`config.mk`:
```
export PLATFORM = sky130hd
export DESIGN_NAME = logic_unit_pipe
export DESIGN_NICKNAME = d
export VERILOG_FILES = /design/src/rtl/logic_unit_pkg.sv /design/src/rtl/logic_pipe_stage.sv /design/src/rtl/logic_unit_pipe.sv
export SDC_FILE = /design/constraint.sdc
export NUM_CORES = 1
export LEC_CHECK = 0
export ABC_AREA = 1
export BUFFER_PORTS_ARGS = -buffer_cell sky130_fd_sc_hd__buf_4
export CAP_MARGIN = 20
export CORE_MARGIN = 2
export CORE_UTILIZATION = 30
export DETAILED_ROUTE_END_ITERATION = 6
export GPL_TIMING_DRIVEN = 0
export REMOVE_ABC_BUFFERS = 1
export SYNTH_ARGS = -nofsm -noshare
export SYNTH_HDL_FRONTEND = slang
export SYNTH_HIERARCHICAL = 1
export SYNTH_SLANG_ARGS = --single-unit
```
`constraint.sdc`:
```
create_clock -name clk -period 2.9 [get_ports clk]
set_input_delay 0.29 -clock clk [delete_from_list [all_inputs] [get_ports clk]]
set_output_delay 0.29 -clock clk [all_outputs]
set_load 0.05 [all_outputs]
```
`src/rtl/logic_unit_pkg.sv`:
```
// Shared definitions for the pipelined ALU logic unit: op encodings and pipeline depth bounds.
package logic_unit_pkg;
  localparam int OP_W = 3;

  localparam logic [OP_W-1:0] OP_AND   = 3'b000;
  localparam logic [OP_W-1:0] OP_OR    = 3'b001;
  localparam logic [OP_W-1:0] OP_NAND  = 3'b010;
  localparam logic [OP_W-1:0] OP_NOR   = 3'b011;
  localparam logic [OP_W-1:0] OP_XOR   = 3'b100;
  localparam logic [OP_W-1:0] OP_XNOR  = 3'b101;
  localparam logic [OP_W-1:0] OP_ANDN  = 3'b110;
  localparam logic [OP_W-1:0] OP_PASSA = 3'b111;

  localparam int STAGES_MIN = 1;
  localparam int STAGES_MAX = 4;
endpackage

```
`src/rtl/logic_pipe_stage.sv`:
```
// One elastic register stage: holds a valid bit plus payload and advances when empty or drained.
// Upstream derives its own ready from the chain's valid bits, so no ready is driven from here.
module logic_pipe_stage
  import logic_unit_pkg::*;
#(
  parameter int PW = 19
) (
  input  logic          clk,
  input  logic          rst,
  input  logic          in_valid,
  input  logic [PW-1:0] in_data,
  input  logic          out_ready,
  output logic          out_valid,
  output logic [PW-1:0] out_data
);
  logic advance;

  assign advance = !out_valid || out_ready;

  always_ff @(posedge clk) begin
    if (rst) begin
      out_valid <= 1'b0;
      out_data  <= '0;
    end else if (advance) begin
      out_valid <= in_valid;
      if (in_valid) out_data <= in_data;
    end
  end
endmodule

```
`src/rtl/logic_unit_pipe.sv`:
```
// Pipelined bitwise logic unit with valid/ready handshake and zero/parity/err flags.
// Optional LOGIC_UNIT_CNT_EN adds a 32-bit output-transfer counter on port op_count.
module logic_unit_pipe
  import logic_unit_pkg::*;
#(
  parameter int WIDTH  = 16,
  parameter int STAGES = 2
) (
  input  logic             clk,
  input  logic             rst,
  input  logic [3:0]       alu_fun,
  input  logic [WIDTH-1:0] a,
  input  logic [WIDTH-1:0] b,
  input  logic             in_valid,
  output logic             in_ready,
  output logic             out_valid,
  input  logic             out_ready,
  output logic [WIDTH-1:0] logic_out,
  output logic             logic_flag,
  output logic             zero_flag,
  output logic             parity_flag,
  output logic             err_flag
`ifdef LOGIC_UNIT_CNT_EN
  ,
  output logic [31:0]      op_count
`endif
);
  // Handshake: a transfer happens on a posedge where valid & ready are both 1;
  // valid never depends on ready, and a stalled output holds its payload stable.
  localparam int PW = WIDTH + 3;

  if (STAGES < STAGES_MIN || STAGES > STAGES_MAX || WIDTH < 2) begin : g_bad_cfg
    $error("logic_unit_pipe: unsupported WIDTH/STAGES");
  end

  logic [WIDTH-1:0]  res;
  logic [PW-1:0]     pay0;
  logic [STAGES-1:0] vld;
  logic [STAGES-1:0] rdy;
  logic [PW-1:0]     dat [STAGES];

  always_comb begin
    res = '0;
    case (alu_fun[OP_W-1:0])
      OP_AND:   res = a & b;
      OP_OR:    res = a | b;
      OP_NAND:  res = ~(a & b);
      OP_NOR:   res = ~(a | b);
      OP_XOR:   res = a ^ b;
      OP_XNOR:  res = ~(a ^ b);
      OP_ANDN:  res = a & ~b;
      OP_PASSA: res = a;
    endcase
    if (alu_fun[3]) res = '0;
  end

  assign pay0 = {alu_fun[3], ^res, ~|res, res};

  // Stage s can advance iff some stage at or after s is empty or the sink accepts;
  // written in closed form so ready never chains through itself.
  always_comb begin
    for (int s = 0; s < STAGES; s++) begin
      rdy[s] = out_ready;
      for (int k = s; k < STAGES; k++) begin
        if (!vld[k]) rdy[s] = 1'b1;
      end
    end
  end

  for (genvar s = 0; s < STAGES; s++) begin : g_stage
    logic          st_in_valid;
    logic [PW-1:0] st_in_data;
    logic          st_out_ready;

    if (s == 0) begin : g_head
      assign st_in_valid = in_valid & ~rst;
      assign st_in_data  = pay0;
    end else begin : g_body
      assign st_in_valid = vld[s-1];
      assign st_in_data  = dat[s-1];
    end

    if (s == STAGES - 1) begin : g_tail
      assign st_out_ready = out_ready;
    end else begin : g_mid
      assign st_out_ready = rdy[s+1];
    end

    logic_pipe_stage #(.PW(PW)) u_stage (
      .clk       (clk),
      .rst       (rst),
      .in_valid  (st_in_valid),
      .in_data   (st_in_data),
      .out_ready (st_out_ready),
      .out_valid (vld[s]),
      .out_data  (dat[s])
    );
  end

  assign in_ready    = rdy[0] & ~rst;
  assign out_valid   = vld[STAGES-1];
  assign logic_flag  = vld[STAGES-1];
  assign logic_out   = dat[STAGES-1][WIDTH-1:0];
  assign zero_flag   = dat[STAGES-1][WIDTH];
  assign parity_flag = dat[STAGES-1][WIDTH+1];
  assign err_flag    = dat[STAGES-1][WIDTH+2];

`ifdef LOGIC_UNIT_CNT_EN
  logic [31:0] cnt_q;

  always_ff @(posedge clk) begin
    if (rst) cnt_q <= '0;
    else if (out_valid && out_ready) cnt_q <= cnt_q + 32'd1;
  end

  assign op_count = cnt_q;
`endif
endmodule
```
==> summary.md <==
### Synthesis
- fraction of synthesized area in multiplexers: 0
- xor-xnor portion of the synthesized cell area: 0.0153
- combined area of all synthesized cells: 4590 um^2
- Seq cells post-synth: 40
- Yosys warnings: 6
- mean post-synth cell area: 6.27 um^2
- complex-gate fraction of the synthesized area: 0.0845
- area fraction in and, or, nand and nor cells after synthesis: 0.381
- main combinational cell family by area after synthesis: simple AND/OR/NAND/NOR gates
- adder-cell share of the synthesized area: 0.153
- count of distinct cell types in the synthesized netlist: 27
- Mapped Cells: 732
- sequential fraction of the synthesis area: 0.174

### STA
- number of slew-limit violations in the final report: 0
- transition at the pin with the smallest max-transition slack: 0.796 ns
- final hold vios: 0
- number of setup violations in the final report: 0
- final cycle utilization of the critical path: 0.864
- Setup WS post-layout: 0.394 ns
- Post-Route Skew: 0.00363 ns
- Relative slew margins: 0.469
- maximum frequency from static timing analysis: 399 MHz
- unrepaired setup endpoints after global routing: no
- post-layout min period: 2.51 ns
- Setup TNS Final: 0 ns

### Cells and area
- final core utilization: 0.339
- commonest non-fill, non-tap cells in the layout: 141 x nand2_1, 126 x inv_1, 72 x nand3_1
- Synth-to-Final Area Change: 11.6%
- most common library cell in the layout ignoring fill and taps: nand2_1
- cell area after layout: 5120 um^2
- Seq. cell area: 801 um^2
- Inserted Diodes: 0
- Post-layout nets: 849
- area of the multi-input gates: 2920 um^2
- layout cells sized above 1: 0.115
- non-filler instance count after layout: 942
- FILL cells: 1,699

### Global route
- largest net degree at the start of global routing: 68
- via count of the first global-routing pass: 4,043
- global-route usage over all layers: 0.137
- number of antenna violations at the first check in global routing: 0
- overflow left after global routing: 0
- first-pass GRT wire length: 18.8 mm

### Clocking
- CTS tree: done
- maximum buffer depth of the clock tree: 2
- clock slew at the register clock pins of the worst setup and hold paths: 0.05 ns
- cts bufs inserted: 5
- # hold bufs at CTS: 0
- H-tree depth: 2
- Clk Latency, worst-skew pair: 0.28 ns
- number of clock sinks seen by CTS: 40
- CTS Root Buffer Type: clkbuf_16

### Floorplanning
- Die X: 128 um
- DIE HEIGHT: 128 um
- top-level port count: 62
- initial core utilization: 0.304
- area of the die: 16,300 um^2
- number of core rows: 45
- standard cell core area: 15,100 um^2

### Detailed routing
- detailed-route DRC error count: 0
- met1 layer wirelength in the final routing: 5.36 mm
- routed via count divided by cell count: 4.65
- initial detailed-routing violation count: 255
- Top Metal Used: met4
- wire length per cell: 11.6 um
- number of nets with antenna violations after routing: 0
- total detailed-routing wirelength: 10.9 mm
- total length of routed met2 wires: 4.97 mm
- met3 WL: 354 um
- drt pass-1 iters: 4
- routed via count: 4,381

### Placement
- post-detailed-placement cell area: 4940 um^2
- # port buffers: 61
- pre-CTS setup slack: -0.224 ns
- instance count after placement with tap cells included: 932
- Detailed Place HPWL: 7.56 mm
- routability cong.: 0.786

### Power
- total internal power: 1.17 mW
- leakage: 2.77 nW
- net load switching power: 0.628 mW
- part of the total power dissipated in sequential elements: 0.335
- Sw Share: 0.349
- clock network fraction of design power: 0.296
- total power per unit cell area: 352 nW/um^2
- Gate power share: 0.369
- VDD IR-drop max: 0.181 mV

### Critical path
- start-to-end type of the worst setup path: input pin to register
- critical path endpoint category: register
- WP data required: 3.07 ns
- maximum fanout along the worst path: 51
- launching element type of the critical path: input pin
- arrival time at the worst endpoint: 2.67 ns

### Job
- number of max-cap violations: 0

### Worst hold path
- min-delay worst type: input pin to register

### Run status
- result of the run: finished, final reports clean

-- sequential cells by signal (all words and copies together), names as in the netlist --
| name | cells |
|---|---|
| g_stage.u_stage/out_data | 38 |
| g_stage.u_stage/out_valid | 2 |
-- layer usage --
| metal | vias to the layer above | GRT usage |
|---|---|---|
| met5 | - | 0 |
| met4 | 0 | 0.0485 |
| met3 | 14 | 0.0129 |
| met1 | 1892 | 0.184 |
| li1 | 2394 | - |
| met2 | 81 | 0.229 |
-- stage by stage --
step / power [mW] / hold WS (ns)
6_report: 1.80 / 0.221
5_1_grt: 1.95 / 0.228
4_1_cts: 1.81 / 0.217
3_5_place_dp: 1.28 / 0.467
3_3_place_gp: 1.26 / 0.461
2_1_floorplan: 1.06 / 0.359
-- worst max-delay path, cell delays in order --
cell and delay, ns:
buf_6 0.33, inv_2 0.29, nor2_4 0.17, buf_4 0.19, nand3_1 0.08, nand2_1 0.09, nor2_1 0.05, nand2_1 0.05
nand2_1 0.05, ha_1 0.33, xor2_1 0.17, nand2_1 0.08, nand2_1 0.05, nand3_1 0.06, nand2_1 0.06, inv_1 0.05
nand3_1 0.07, nand2_1 0.10, nor2_1 0.05
-- cells by family after synthesis --
family,after synthesis
AOI/OAI and AO/OA,74
and+or+nand+nor,372
buffers and inverters,182
adders and majority gates,56
xor gates and xnor gates,8
DFF,40
-- timing repair --
action	4_1_cts	5_1_grt
setup endpoints to repair	0	1
gates resized for setup	0	4
buffers inserted	0	2
-- final timing paths --
path / start / end / slack [ns] / cells past startpoint
setup / recovery: alu_fun[1] / g_stage[0].u_stage/out_data[17] / 0.39 / 19
hold / removal: rst / g_stage[1].u_stage/out_valid / 0.22 / 2
hold reg to reg: g_stage[0].u_stage/out_data[5] / g_stage[0].u_stage/out_data[5] / 0.48 / 2
setup reg to reg: g_stage[0].u_stage/out_valid / g_stage[0].u_stage/out_data[18] / 1.07 / 3
-- power groups by stage --
stage / registers [mW] / clock network [mW] / logic (mW)
after floorplan: 0.666 / 0 / 0.389
final: 0.604 / 0.532 / 0.665
after CTS: 0.604 / 0.547 / 0.664
after global placement: 0.617 / 0 / 0.646
after global routing: 0.608 / 0.577 / 0.765
after detailed placement: 0.615 / 0 / 0.662
-- synthesized netlist by cell type --
master	number	area [um^2]
nor2_1	72	270
buf_4	12	90.1
a21oi_1	53	265
nand3_1	72	360
dfxtp_1	40	801
nand2_1	141	529
inv_1	126	473
a21boi_0	1	7.51
clkinv_1	2	7.51
xnor2_1	4	35.0
nand3b_1	15	113
clkbuf_1	4	15.0
inv_2	3	11.3
o21ai_0	16	80.1
buf_2	16	80.1
xor2_1	4	35.0
nor2_2	1	6.26
buf_6	18	203
nor2_4	1	11.3
buf_1	1	3.75
nand4_1	66	413
a31o_2	1	8.76
nor2_8	1	20.0
ha_1	56	701
nand2_2	2	12.5
nand2_4	1	11.3
a21oi_2	3	26.3
-- final cells by class --
type,count,share of cell area
clock inverters,2,0.00196
inverters,131,0.0960
flip-flops and latches,40,0.156
well taps,188,0.0459
clock buffers,6,0.0271
multi-input cells,510,0.570
repair buffers,65,0.103
Power figures use the tool's default switching activity.
